$ cat config.mk
export PLATFORM = sky130hd
export DESIGN_NAME = wb_resp_regs
export DESIGN_NICKNAME = d
export VERILOG_FILES = /design/src/rtl/wb_resp_regs.sv
export SDC_FILE = /design/constraint.sdc
export NUM_CORES = 1
export LEC_CHECK = 0
export CAP_MARGIN = 40
export CORE_ASPECT_RATIO = 1.1
export CORE_MARGIN = 2
export CORE_UTILIZATION = 55
export CTS_CLUSTER_SIZE = 20
export DETAILED_ROUTE_END_ITERATION = 6
export DONT_BUFFER_PORTS = 1
export GPL_TIMING_DRIVEN = 1
export PLACE_DENSITY = 0.67
export SETUP_SLACK_MARGIN = 0.02
export SLEW_MARGIN = 10
export SYNTH_ARGS = -nofsm -noshare
export SYNTH_HDL_FRONTEND = slang
export SYNTH_SLANG_ARGS = --single-unit
$ cat constraint.sdc
create_clock -name clk_i -period 3.17 [get_ports clk_i]
set_input_delay 0.634 -clock clk_i [delete_from_list [all_inputs] [get_ports clk_i]]
set_output_delay 0.634 -clock clk_i [all_outputs]
set_load 0.005 [all_outputs]
$ cat src/rtl/wb_resp_regs.sv
// Wishbone classic-cycle responder: four byte registers, TX/RX FIFOs, programmable wait states.
// Optional level interrupt (CSR[6] IE, irq_o) compiled in when WB_RESP_IRQ_EN is defined.
module wb_resp_regs #(
  parameter int ADDR_WIDTH = 2,
  parameter int DATA_WIDTH = 8,
  parameter int FIFO_DEPTH = 4
) (
  input  logic                  clk_i,
  input  logic                  rst_i,
  input  logic                  cyc_i,
  input  logic                  stb_i,
  input  logic                  we_i,
  input  logic [ADDR_WIDTH-1:0] adr_i,
  input  logic [DATA_WIDTH-1:0] dat_i,
  output logic                  ack_o,
  output logic [DATA_WIDTH-1:0] dat_o,
  output logic                  irq_o,
  input  logic                  tx_pop_i,
  output logic [DATA_WIDTH-1:0] tx_data_o,
  output logic                  tx_valid_o,
  input  logic                  rx_push_i,
  input  logic [DATA_WIDTH-1:0] rx_data_i,
  output logic                  rx_ready_o
);
  localparam int PW = $clog2(FIFO_DEPTH);
  localparam int CW = PW + 1;

  typedef enum logic [1:0] {S_IDLE, S_WAIT, S_ACK} state_t;

  state_t                r_state;
  logic [3:0]            r_cnt;
  logic                  r_ack;
  logic [DATA_WIDTH-1:0] r_dat;
  logic                  r_en;
  logic [3:0]            r_wait;
  logic                  r_ovf, r_udf;
  logic [DATA_WIDTH-1:0] r_tx_mem [FIFO_DEPTH];
  logic [DATA_WIDTH-1:0] r_rx_mem [FIFO_DEPTH];
  logic [PW-1:0]         r_tx_rptr, r_tx_wptr, r_rx_rptr, r_rx_wptr;
  logic [CW-1:0]         r_tx_cnt, r_rx_cnt;

  logic                  w_req, w_go, w_ie;
  logic [1:0]            w_adr;
  logic                  w_tx_full, w_tx_empty, w_rx_full, w_rx_empty;
  logic                  w_data_acc, w_tx_try, w_tx_push, w_tx_pop;
  logic                  w_rx_try, w_rx_pop, w_rx_push;
  logic                  w_ovf_set, w_udf_set;
  logic [DATA_WIDTH-1:0] w_rdata;

  assign w_req      = cyc_i & stb_i;
  assign w_adr      = adr_i[1:0];
  // Side effects happen on the edge that moves the FSM into ACK.
  assign w_go       = w_req & (((r_state == S_IDLE) && (r_wait == 4'd0)) ||
                               ((r_state == S_WAIT) && (r_cnt == 4'd1)));

  assign w_tx_full  = (r_tx_cnt == CW'(FIFO_DEPTH));
  assign w_tx_empty = (r_tx_cnt == '0);
  assign w_rx_full  = (r_rx_cnt == CW'(FIFO_DEPTH));
  assign w_rx_empty = (r_rx_cnt == '0);

  assign w_data_acc = w_go & (w_adr == 2'd1) & r_en;
  assign w_tx_pop   = tx_pop_i & ~w_tx_empty;
  assign w_tx_try   = w_data_acc & we_i;
  assign w_tx_push  = w_tx_try & (~w_tx_full | w_tx_pop);
  assign w_rx_try   = w_data_acc & ~we_i;
  assign w_rx_pop   = w_rx_try & ~w_rx_empty;
  assign w_rx_push  = rx_push_i & (~w_rx_full | w_rx_pop);
  assign w_ovf_set  = (w_tx_try & ~w_tx_push) | (rx_push_i & ~w_rx_push);
  assign w_udf_set  = w_rx_try & w_rx_empty;

  always_comb begin
    w_rdata = '0;
    case (w_adr)
      2'd0:    w_rdata = DATA_WIDTH'({r_en, w_ie, w_tx_full, w_rx_empty, 4'b0000});
      2'd1:    if (r_en && !w_rx_empty) w_rdata = r_rx_mem[r_rx_rptr];
      2'd2:    w_rdata = DATA_WIDTH'({4'b0000, r_wait});
      default: w_rdata = DATA_WIDTH'({6'b000000, r_udf, r_ovf});
    endcase
  end

  always_ff @(posedge clk_i or posedge rst_i) begin
    if (rst_i) begin
      r_state <= S_IDLE;
      r_cnt   <= '0;
      r_ack   <= 1'b0;
      r_dat   <= '0;
    end else begin
      r_ack <= 1'b0;
      if (w_go) r_dat <= we_i ? '0 : w_rdata;
      case (r_state)
        S_IDLE: if (w_req) begin
          r_cnt   <= r_wait;
          r_state <= (r_wait == 4'd0) ? S_ACK : S_WAIT;
        end
        S_WAIT: begin
          if (!w_req)              r_state <= S_IDLE;
          else if (r_cnt == 4'd1)  r_state <= S_ACK;
          else                     r_cnt   <= r_cnt - 4'd1;
        end
        default: begin
          r_ack   <= 1'b1;
          r_state <= S_IDLE;
        end
      endcase
    end
  end

  always_ff @(posedge clk_i or posedge rst_i) begin
    if (rst_i) begin
      r_en      <= 1'b0;
      r_wait    <= '0;
      r_ovf     <= 1'b0;
      r_udf     <= 1'b0;
      r_tx_rptr <= '0;
      r_tx_wptr <= '0;
      r_tx_cnt  <= '0;
      r_rx_rptr <= '0;
      r_rx_wptr <= '0;
      r_rx_cnt  <= '0;
    end else begin
      if (w_go && we_i) begin
        case (w_adr)
          2'd0: r_en   <= dat_i[7];
          2'd2: r_wait <= dat_i[3:0];
          2'd3: begin
            if (dat_i[0]) r_ovf <= 1'b0;
            if (dat_i[1]) r_udf <= 1'b0;
          end
          default: ;
        endcase
      end
      // Sticky sets win over a same-edge clear.
      if (w_ovf_set) r_ovf <= 1'b1;
      if (w_udf_set) r_udf <= 1'b1;
      if (w_tx_push) r_tx_wptr <= r_tx_wptr + PW'(1);
      if (w_tx_pop)  r_tx_rptr <= r_tx_rptr + PW'(1);
      r_tx_cnt <= r_tx_cnt + CW'(w_tx_push) - CW'(w_tx_pop);
      if (w_rx_push) r_rx_wptr <= r_rx_wptr + PW'(1);
      if (w_rx_pop)  r_rx_rptr <= r_rx_rptr + PW'(1);
      r_rx_cnt <= r_rx_cnt + CW'(w_rx_push) - CW'(w_rx_pop);
    end
  end

  always_ff @(posedge clk_i) begin
    if (w_tx_push) r_tx_mem[r_tx_wptr] <= dat_i;
    if (w_rx_push) r_rx_mem[r_rx_wptr] <= rx_data_i;
  end

`ifdef WB_RESP_IRQ_EN
  logic r_ie, r_irq;
  always_ff @(posedge clk_i or posedge rst_i) begin
    if (rst_i) begin
      r_ie  <= 1'b0;
      r_irq <= 1'b0;
    end else begin
      if (w_go && we_i && (w_adr == 2'd0)) r_ie <= dat_i[6];
      r_irq <= r_ie & (~w_rx_empty | r_ovf | r_udf);
    end
  end
  assign w_ie  = r_ie;
  assign irq_o = r_irq;
`else
  assign w_ie  = 1'b0;
  assign irq_o = 1'b0;
`endif

  assign ack_o      = r_ack;
  assign dat_o      = r_dat;
  assign tx_valid_o = ~w_tx_empty;
  assign tx_data_o  = w_tx_empty ? '0 : r_tx_mem[r_tx_rptr];
  assign rx_ready_o = ~w_rx_full;
endmodule

# --- After elaboration in Yosys (flattened, before gate mapping) ---
# Memories as Yosys holds them, arrays and structs flattened.
# Cells that the tools add are included.
op_classes:
  reduce_logical: 25
  add_sub_neg: 9
  eq_ne: 11
  bitwise: 23
  n_mux: 26
op_table:
  columns: ["cell", "n"]
  rows:
  - ["$mux 8", 3]
  - ["$pmux 8 s3", 1]
  - ["$reduce_bool 2->1", 7]
  - ["$and 1x1->1", 13]
  - ["$mux 1", 13]
  - ["$mux 4", 3]
  - ["$add 2x1->2 const B", 4]
  - ["$mux 2", 4]
  - ["$pmux 4 s2", 1]
  - ["$not 1->1", 7]
  - ["$add 3x1->3", 2]
  - ["$eq 3x3->1 const B", 2]
  - ["$logic_not 3->1", 2]
  - ["$ne 2x2->1 const B", 3]
  - ["$reduce_and 2->1", 3]
  - ["$reduce_and 3->1", 2]
  - ["$sub 3x1->3", 2]
  - ["$eq 2x1->1 const B", 2]
  - ["$eq 2x2->1 const B", 2]
  - ["$eq 4x1->1 const B", 1]
  - ["$logic_and 1x1->1", 4]
  - ["$logic_not 2->1", 2]
  - ["$logic_not 4->1", 1]
  - ["$pmux 2 s2", 1]
  - ["7 further kinds", 9]
totals:
  input_bits: 25
  ff_bits: 36
  wordCells: 110
  ramBits: 64
  mem_count: 2
mem_list:
  columns: ["name", "words", "width", "rd", "rd_ports_with_merged_regs", "write_ports", "line", "text"]
  rows:
  - ["r_rx_mem", 4, 8, 1, 0, 1, "38", "logic [DATA_WIDTH-1:0] r_rx_mem [FIFO_DEPTH];"]
  - ["r_tx_mem", 4, 8, 1, 0, 1, "37", "logic [DATA_WIDTH-1:0] r_tx_mem [FIFO_DEPTH];"]

# --- Longest topological paths before layout ---
# Gate-level depths: netlist (run 1).
logic_depth:
  word_depth: 15
  mapped_depth: 13

# --- Worst setup path before layout (run 1) ---
# Ideal clock, no wire load.
synth_timing:
  path_type: "input-to-reg"
  start: "input stb_i"
  end: "register r_rx_cnt[2]"
  arrival_time_ps: 2747
  stages: 11
  t_required_ps: 3044
  setup_ps: 126
  slack_ps: 297
  path_cell_list: "nor4bb_2 -> a22oi_4 -> nor3_1 -> o21ai_0 -> ha_1 -> inv_1 -> ha_1 -> inv_1 -> fa_1 -> xnor2_1 -> xnor2_1"
synth_via:
  elab_chain_len: 10
synth_lines:
  columns: ["element", "line", "text"]
  rows:
  - ["from (decl)", "11", "input logic stb_i,"]
  - ["$and 1x1->1 (*)", "50", "assign w_req = cyc_i & stb_i;"]
  - ["$and 1x1->1 (*)", "53", "assign w_go = w_req & (((r_state == S_IDLE) && (r_wait == 4'd0)) ||"]
  - ["$and 1x1->1 (*) (2 in series)", "61", "assign w_data_acc = w_go & (w_adr == 2'd1) & r_en;"]
  - ["$and 1x1->1 (*)", "65", "assign w_rx_try = w_data_acc & ~we_i;"]
  - ["$and 1x1->1 (*)", "66", "assign w_rx_pop = w_rx_try & ~w_rx_empty;"]
  - ["$or 1x1->1", "67", "assign w_rx_push = rx_push_i & (~w_rx_full | w_rx_pop);"]
  - ["$and 1x1->1", "67", null]
  - ["$add 3x1->3", "140", "r_rx_cnt <= r_rx_cnt + CW'(w_rx_push) - CW'(w_rx_pop);"]
  - ["$sub 3x1->3 (*)", "140", null]
  - ["to (signal assigned)", "140", null]
  - ["to (decl)", "40", "logic [CW-1:0] r_tx_cnt, r_rx_cnt;"]
# Mark *: on every way between the ends. The rest lies on a longest branch, timed or not.
# A chain may end at the register's enable or synchronous reset.

# --- Worst setup path in the final report (run 1) ---
layout_timing:
  start: "register r_cnt[1]"
  end: "register r_rx_cnt[2]"
layout_via:
  elab_chain_len: 12
layout_lines:
  columns: ["element", "line", "text"]
  rows:
  - ["from (decl)", "31", "logic [3:0] r_cnt;"]
  - ["from (signal assigned)", "92", "r_cnt <= r_wait;"]
  - ["from (signal assigned)", "98", "else r_cnt <= r_cnt - 4'd1;"]
  - ["$eq 4x1->1 (*)", "54", "((r_state == S_WAIT) && (r_cnt == 4'd1)));"]
  - ["$logic_and 1x1->1 (*)", "54", null]
  - ["$logic_or 1x1->1 (*)", "53", null]
  - ["$and 1x1->1 (*)", "53", null]
  - ["$and 1x1->1 (*) (2 in series)", "61", null]
  - ["$and 1x1->1 (*)", "65", null]
  - ["$and 1x1->1 (*)", "66", null]
  - ["$or 1x1->1", "67", null]
  - ["$and 1x1->1", "67", null]
  - ["$add 3x1->3", "140", null]
  - ["$sub 3x1->3 (*)", "140", null]
# Marks and branches as above.

==> flow_summary.yaml, run 1 <==
outcome:
  status: "completed"
critical_path:
  cp-end-kind: "flop"
  max_stage_delay_ps: 450
  slowest_stage: "or3b_2"
  crit_buf_inv: 3
  crit_chain: "inv_1 > ha_1 > or3b_2 > nor2_1 > nor2_1 > nor4_1 > ha_1 > inv_1 > ha_1 > inv_1 > fa_1 > xnor2_1 > xnor2_1"
  r2r-start: "r_cnt[1]$_DFFE_PP0P_"
  r2r_setup_slack_ps: 320
  cp_top_family: "adder cells"
  critPathMaxFanout: 3
  cp.required_ps: 3450
  critPathKind: "flop to flop"
  cp.arrival_ps: 3130
  cp-startpoint: "r_cnt[1]$_DFFE_PP0P_"
  worstSetupStartpointType: "flop"
pwr:
  power.internal_w: 0.00265
  power_density_mw_per_mm2: 801
  p_leak_nw: 1.81
  p_clk_share_pct: 23.2
  switching_share_pct: 30.9
  seqPwrFrac_pct: 51.4
  peakVddDrop_mv: 0.418
  p_sw_w: 0.00118
  comb_power_share_pct: 25.4
yosys:
  avgSynthCellArea_um2: 15.1
  synth_edf_count: 64
  synth.most_common_cell: "edfxtp_1"
  seq_area_frac_synth_pct: 63.3
  ys_ff_latch: 100
  netlist-cell-type-count: 53
  syn_inst: 295
  yosysTopAreaCell: "edfxtp_1"
  synth_common_cells: "edfxtp_1, dfrtp_1, nand2_1"
  yosys.area.top_type_share_pct: 43.1
  netlist_area_mm2: 0.00446
  synth_fp_nets: 335
  async_reset_ff_share_pct: 36.0
  synth.top_cells.by_area: "edfxtp_1, dfrtp_1, mux4_2, ha_1, and2_1"
  synth-main-ff-cell: "edfxtp_1"
  synth-warning-count: 0
clock_tree:
  clk_latency_ps: 360
  cts_buffer_depth: 2
  cts_sinks: 100
  clkSlewWorstSetupHoldPaths_ps: 100
  cts_resized: 0
  cts_hold_buf: 0
  root_buffer: "clkbuf_8"
  h-tree-depth: 3
  post_cts_buffers: 0
  numCtsBuffers: 9
  cts_tree: "built"
timing:
  tightest_slew_ps: 706
  period_needed_ps: 2850
  maxSlewViolCount: 0
  slew_headroom_pct: 52.9
  setup_tns_ps: 0
  layout_worst_path_cycle_share_pct: 89.8
  finClkSkew_ps: 8.66
  hold_slack_ps: 265
  hold_viol: 0
  fmax_ghz: 0.351
  rsz0062_at_grt: "false"
  setup_viol: 0
place:
  port_buffers: 0
  dp_hpwl_um: 5480
  place.gp.congestion: 0.816
final_layout:
  n_antenna_cell: 0
  multiInputGateArea_mm2: 0.00150
  ff_latch_area_mm2: 0.00282
  final_core_util_pct: 60.8
  drive_gt1_share_pct: 17.5
  area_growth_pct: 7.36
  nFillCells: 602
  nNetsFinal: 337
detailed_routing:
  via_per_inst: 5.55
  remaining_drc_errors: 0
  drt_iter0_markers: 121
  ant_nets: 0
  num_vias: 2275
  wl_per_cell_um: 18.5
  routed_wl_um: 7580
  firstDrtPassIters: 4
floorplan:
  initial_core_util_pct: 56.6
  die_area_mm2: 0.00884
  placementRows: 34
  core_area_mm2: 0.00787
  die_h_um: 98.4
  die_x_um: 89.8
  io_pins: 45
hold_path:
  hp-class: "input pin to async pin"
grt:
  overflow: 0
  grt.total_usage_pct: 19.1
  antenna_found_initial: 0
  grt_pass1_vias: 2458
  grt_pass1_wl_um: 12900
  grt_max_degree: 20
job:
  cap_violations: 0
[power by group through the flow]
stage | Combinational [W] | Sequential [W] | Clock [W]
after floorplan | 0.000910 | 0.00184 | 0
after global routing | 0.00111 | 0.00202 | 0.000961
after CTS | 0.000989 | 0.00198 | 0.000900
after detailed placement | 0.000984 | 0.00201 | 0
final | 0.000973 | 0.00197 | 0.000889
after global placement | 0.000968 | 0.00199 | 0
[worst paths after layout]
check | to | cells past startpoint
max | r_rx_cnt[2]$_DFF_PP0_ | 13
min | r_rx_cnt[0]$_DFF_PP0_ | 1
max reg2reg | r_rx_cnt[2]$_DFF_PP0_ | 13
min reg2reg | ack_o$_DFF_PP0_ | 0
max in group asynchronous | r_tx_rptr[1]$_DFFE_PP0P_ | 2
min in group clk_i | r_rx_mem[0][3]$_DFFE_PP_ | 0
[through the flow]
stage / instances / cell area [µm²] / power, W / worst slack, ps
CTS: 410 / 4780 / 0.00387 / 283
floorplan: 295 / 4460 / 0.00275 / 297
detailed placement: 394 / 4560 / 0.00299 / 315
global route: 410 / 4780 / 0.00410 / 109
global placement: 394 / 4560 / 0.00296 / 381
finish: 410 / 4780 / 0.00383 / 324
[layout by cell type (no fill, tap or decap), types with 2 or more instances in the layout]
cell type / instances
o21ai_0: 12
and3b_1: 6
mux4_2: 16
nand3_1: 5
ha_1: 13
nor4b_1: 2
a22o_1: 2
or3_1: 3
nand2_1: 18
and2_1: 14
buf_4: 5
nor3_1: 4
clkinvlp_4: 3
nand2b_1: 4
mux2_4: 4
xnor2_1: 9
fa_1: 2
bufinv_16: 2
edfxtp_1: 64
a22oi_1: 5
nor4_1: 2
dfrtp_1: 36
nor2_1: 13
mux2_2: 5
inv_1: 15
clkbuf_8: 9
and3_1: 2
[registers in the layout, summed over array words and instances (netlist names), 3 cells and up]
register  flops
r_rx_mem     32
r_tx_mem     32
dat_o         8
r_cnt         4
r_wait        4
r_rx_cnt      3
r_tx_cnt      3
[cell type report]
class / instances / area share (%)
Sequential cell: 100 / 59.0
Clock inverter: 7 / 2.09
Tap cell: 108 / 2.82
Inverter: 16 / 1.31
Multi-Input combinational cell: 165 / 31.4
Timing Repair Buffer: 5 / 0.785
Clock buffer: 9 / 2.59
[layer usage]
layer / GRT usage, % / wire [µm] / vias up
met2: 31.6 / 3760 / 45
met3: 4.97 / 359 / 9
li1: - / - / 1089
met4: 7.10 / 108 / 0
met5: 0 / 0 / -
met1: 24.8 / 3350 / 1132
[cells by family (layout without fill, tap and decap cells)]
family	after synthesis	in the layout	share of synthesized area (%)
AOI/OAI and AO/OA	31	31	5.25
xor gates and xnor gates	10	10	1.97
adders and majority gates	15	15	4.55
buffers and inverters	30	37	2.95
DFF	100	100	63.3
muxes	26	26	10.9
other	1	1	0.0841
and+or+nand+nor	82	82	10.9
Note: power is estimated with default switching activity, not from simulation.
==> inputs of run 2 (changes only) <==
--- a/config.mk
+++ b/config.mk
@@ -5,15 +5,15 @@
 export SDC_FILE = /design/constraint.sdc
 export NUM_CORES = 1
 export LEC_CHECK = 0
+export BUFFER_PORTS_ARGS = -buffer_cell sky130_fd_sc_hd__buf_2
 export CAP_MARGIN = 40
 export CORE_ASPECT_RATIO = 1.1
 export CORE_MARGIN = 2
 export CORE_UTILIZATION = 55
 export CTS_CLUSTER_SIZE = 20
 export DETAILED_ROUTE_END_ITERATION = 6
-export DONT_BUFFER_PORTS = 1
 export GPL_TIMING_DRIVEN = 1
-export PLACE_DENSITY = 0.67
+export PLACE_DENSITY = 0.72
 export SETUP_SLACK_MARGIN = 0.02
 export SLEW_MARGIN = 10
 export SYNTH_ARGS = -nofsm -noshare
==> run 2 against run 1 <==
Effect of this change: combinational power up 15%; clock skew grew 7.0 ps; largest cell class unchanged; register-to-register slack got worse by 60 ps; critical endpoint unchanged; highest routed layer unchanged.
==> flow_summary.yaml, run 2 (synthesis results as in run 1) <==
outcome:
  status: "completed"
clock_tree:
  clk_latency_ps: 370
  numCtsBuffers: 9
  cts_sinks: 100
  root_buffer: "clkbuf_8"
  cts_hold_buf: 0
  post_cts_buffers: 0
  cts_tree: "built"
  cts_buffer_depth: 2
  h-tree-depth: 3
  clkSlewWorstSetupHoldPaths_ps: 100
  cts_resized: 0
critical_path:
  critPathMaxFanout: 3
  critPathKind: "flop to flop"
  cp.required_ps: 3460
  cp-end-kind: "flop"
  r2r_setup_slack_ps: 260
  cp.arrival_ps: 3200
  worstSetupStartpointType: "flop"
timing:
  maxSlewViolCount: 0
  rsz0062_at_grt: "false"
  slew_headroom_pct: 59.1
  fmax_ghz: 0.344
  period_needed_ps: 2910
  hold_viol: 0
  hold_slack_ps: 358
  layout_worst_path_cycle_share_pct: 91.8
  finClkSkew_ps: 15.7
  setup_tns_ps: 0
  tightest_slew_ps: 613
  setup_viol: 0
floorplan:
  initial_core_util_pct: 56.6
  die_area_mm2: 0.00884
  die_h_um: 98.4
  core_area_mm2: 0.00787
  die_x_um: 89.8
  placementRows: 34
  io_pins: 45
detailed_routing:
  ant_nets: 0
  firstDrtPassIters: 4
  via_per_inst: 5.45
  dr_wl_met3_um: 305
  wl_per_cell_um: 17.1
  routed.top_layer: "met4"
  num_vias: 2468
  drt_iter0_markers: 183
  remaining_drc_errors: 0
  routed_wl_um: 7740
  dr_wl_met2_um: 3990
  wl_met1_um: 3270
grt:
  grt_pass1_vias: 2503
  grt.total_usage_pct: 18.7
  grt_max_degree: 37
  antenna_found_initial: 0
  overflow: 0
  grt_pass1_wl_um: 12700
final_layout:
  nNetsFinal: 380
  layout_common_cells: "edfxtp_1, buf_2, dfrtp_1"
  n_antenna_cell: 0
  final_common_cell: "edfxtp_1"
  drive_gt1_share_pct: 28.1
  final_core_util_pct: 63.3
  area_growth_pct: 11.8
  nFillCells: 583
place:
  port_buffers: 43
  dp_hpwl_um: 5580
  place.gp.congestion: 0.852
hold_path:
  hp-class: "input pin to async pin"
pwr:
  peakVddDrop_mv: 0.359
  p_leak_nw: 1.99
  power_density_mw_per_mm2: 775
job:
  cap_violations: 0
run 2: changes by cell type in the layout (fill, tap and decap cells not counted), sizes merged:
cell / change
clkinvlp: -3
clkinv: +2
inv: +3
bufinv: -2
buf: +43
run 2: cell type report:
type | instances | area, µm² | share of cell area (%)
clock buffers | 9 | 124 | 2.49
clock inverters | 7 | 76.3 | 1.53
inverters | 16 | 62.6 | 1.26
multi-input cells | 165 | 1510 | 30.3
flip-flops and latches | 100 | 2820 | 56.7
well taps | 108 | 135 | 2.71
repair buffers | 48 | 253 | 5.07
run 2: final timing paths:
path	start	to	cells after the start
setup / recovery	r_cnt[1]$_DFFE_PP0P_	r_rx_cnt[2]$_DFF_PP0_	13
hold / removal	rst_i	r_cnt[2]$_DFFE_PP0P_	3
setup reg to reg	r_cnt[1]$_DFFE_PP0P_	r_rx_cnt[2]$_DFF_PP0_	13
hold reg to reg	r_state[1]$_DFFE_PP0P_	ack_o$_DFF_PP0_	0
max in group asynchronous	rst_i	r_en$_DFFE_PP0P_	3
min in group clk_i	dat_i[4]	r_tx_mem[0][4]$_DFFE_PP_	1
run 2: power breakdown:
part	leakage [nW]	switching [W]	internal, W
Combinational	0.863	0.000505	0.000620
Sequential	1.03	0.000292	0.00166
Clock	0.103	0.000470	0.000314
Total	1.99	0.00127	0.00260
run 2: critical path: stages, from the launching register on:
cell	delay [ps]
dfrtp_1	410
inv_1	80
ha_1	150
or3b_2	450
nor2_1	140
nor2_1	80
nor4_2	280
ha_1	280
inv_1	60
ha_1	120
inv_1	40
fa_1	380
xnor2_1	210
xnor2_1	140
run 2: stage by stage:
stage	power [W]	worst slack (ps)	cell area [µm²]	instances
after floorplan	0.00275	297	4460	295
after global placement	0.00309	316	4780	437
after detailed placement	0.00313	120	4780	437
after CTS	0.00391	178	4980	453
after global routing	0.00411	56.6	4980	453
final	0.00386	261	4980	453
run 2: layer usage:
layer / up-vias / track usage [%]
li1: 1182 / -
met1: 1223 / 23.9
met2: 49 / 31.8
met3: 14 / 4.51
met4: 0 / 6.98
met5: - / 0
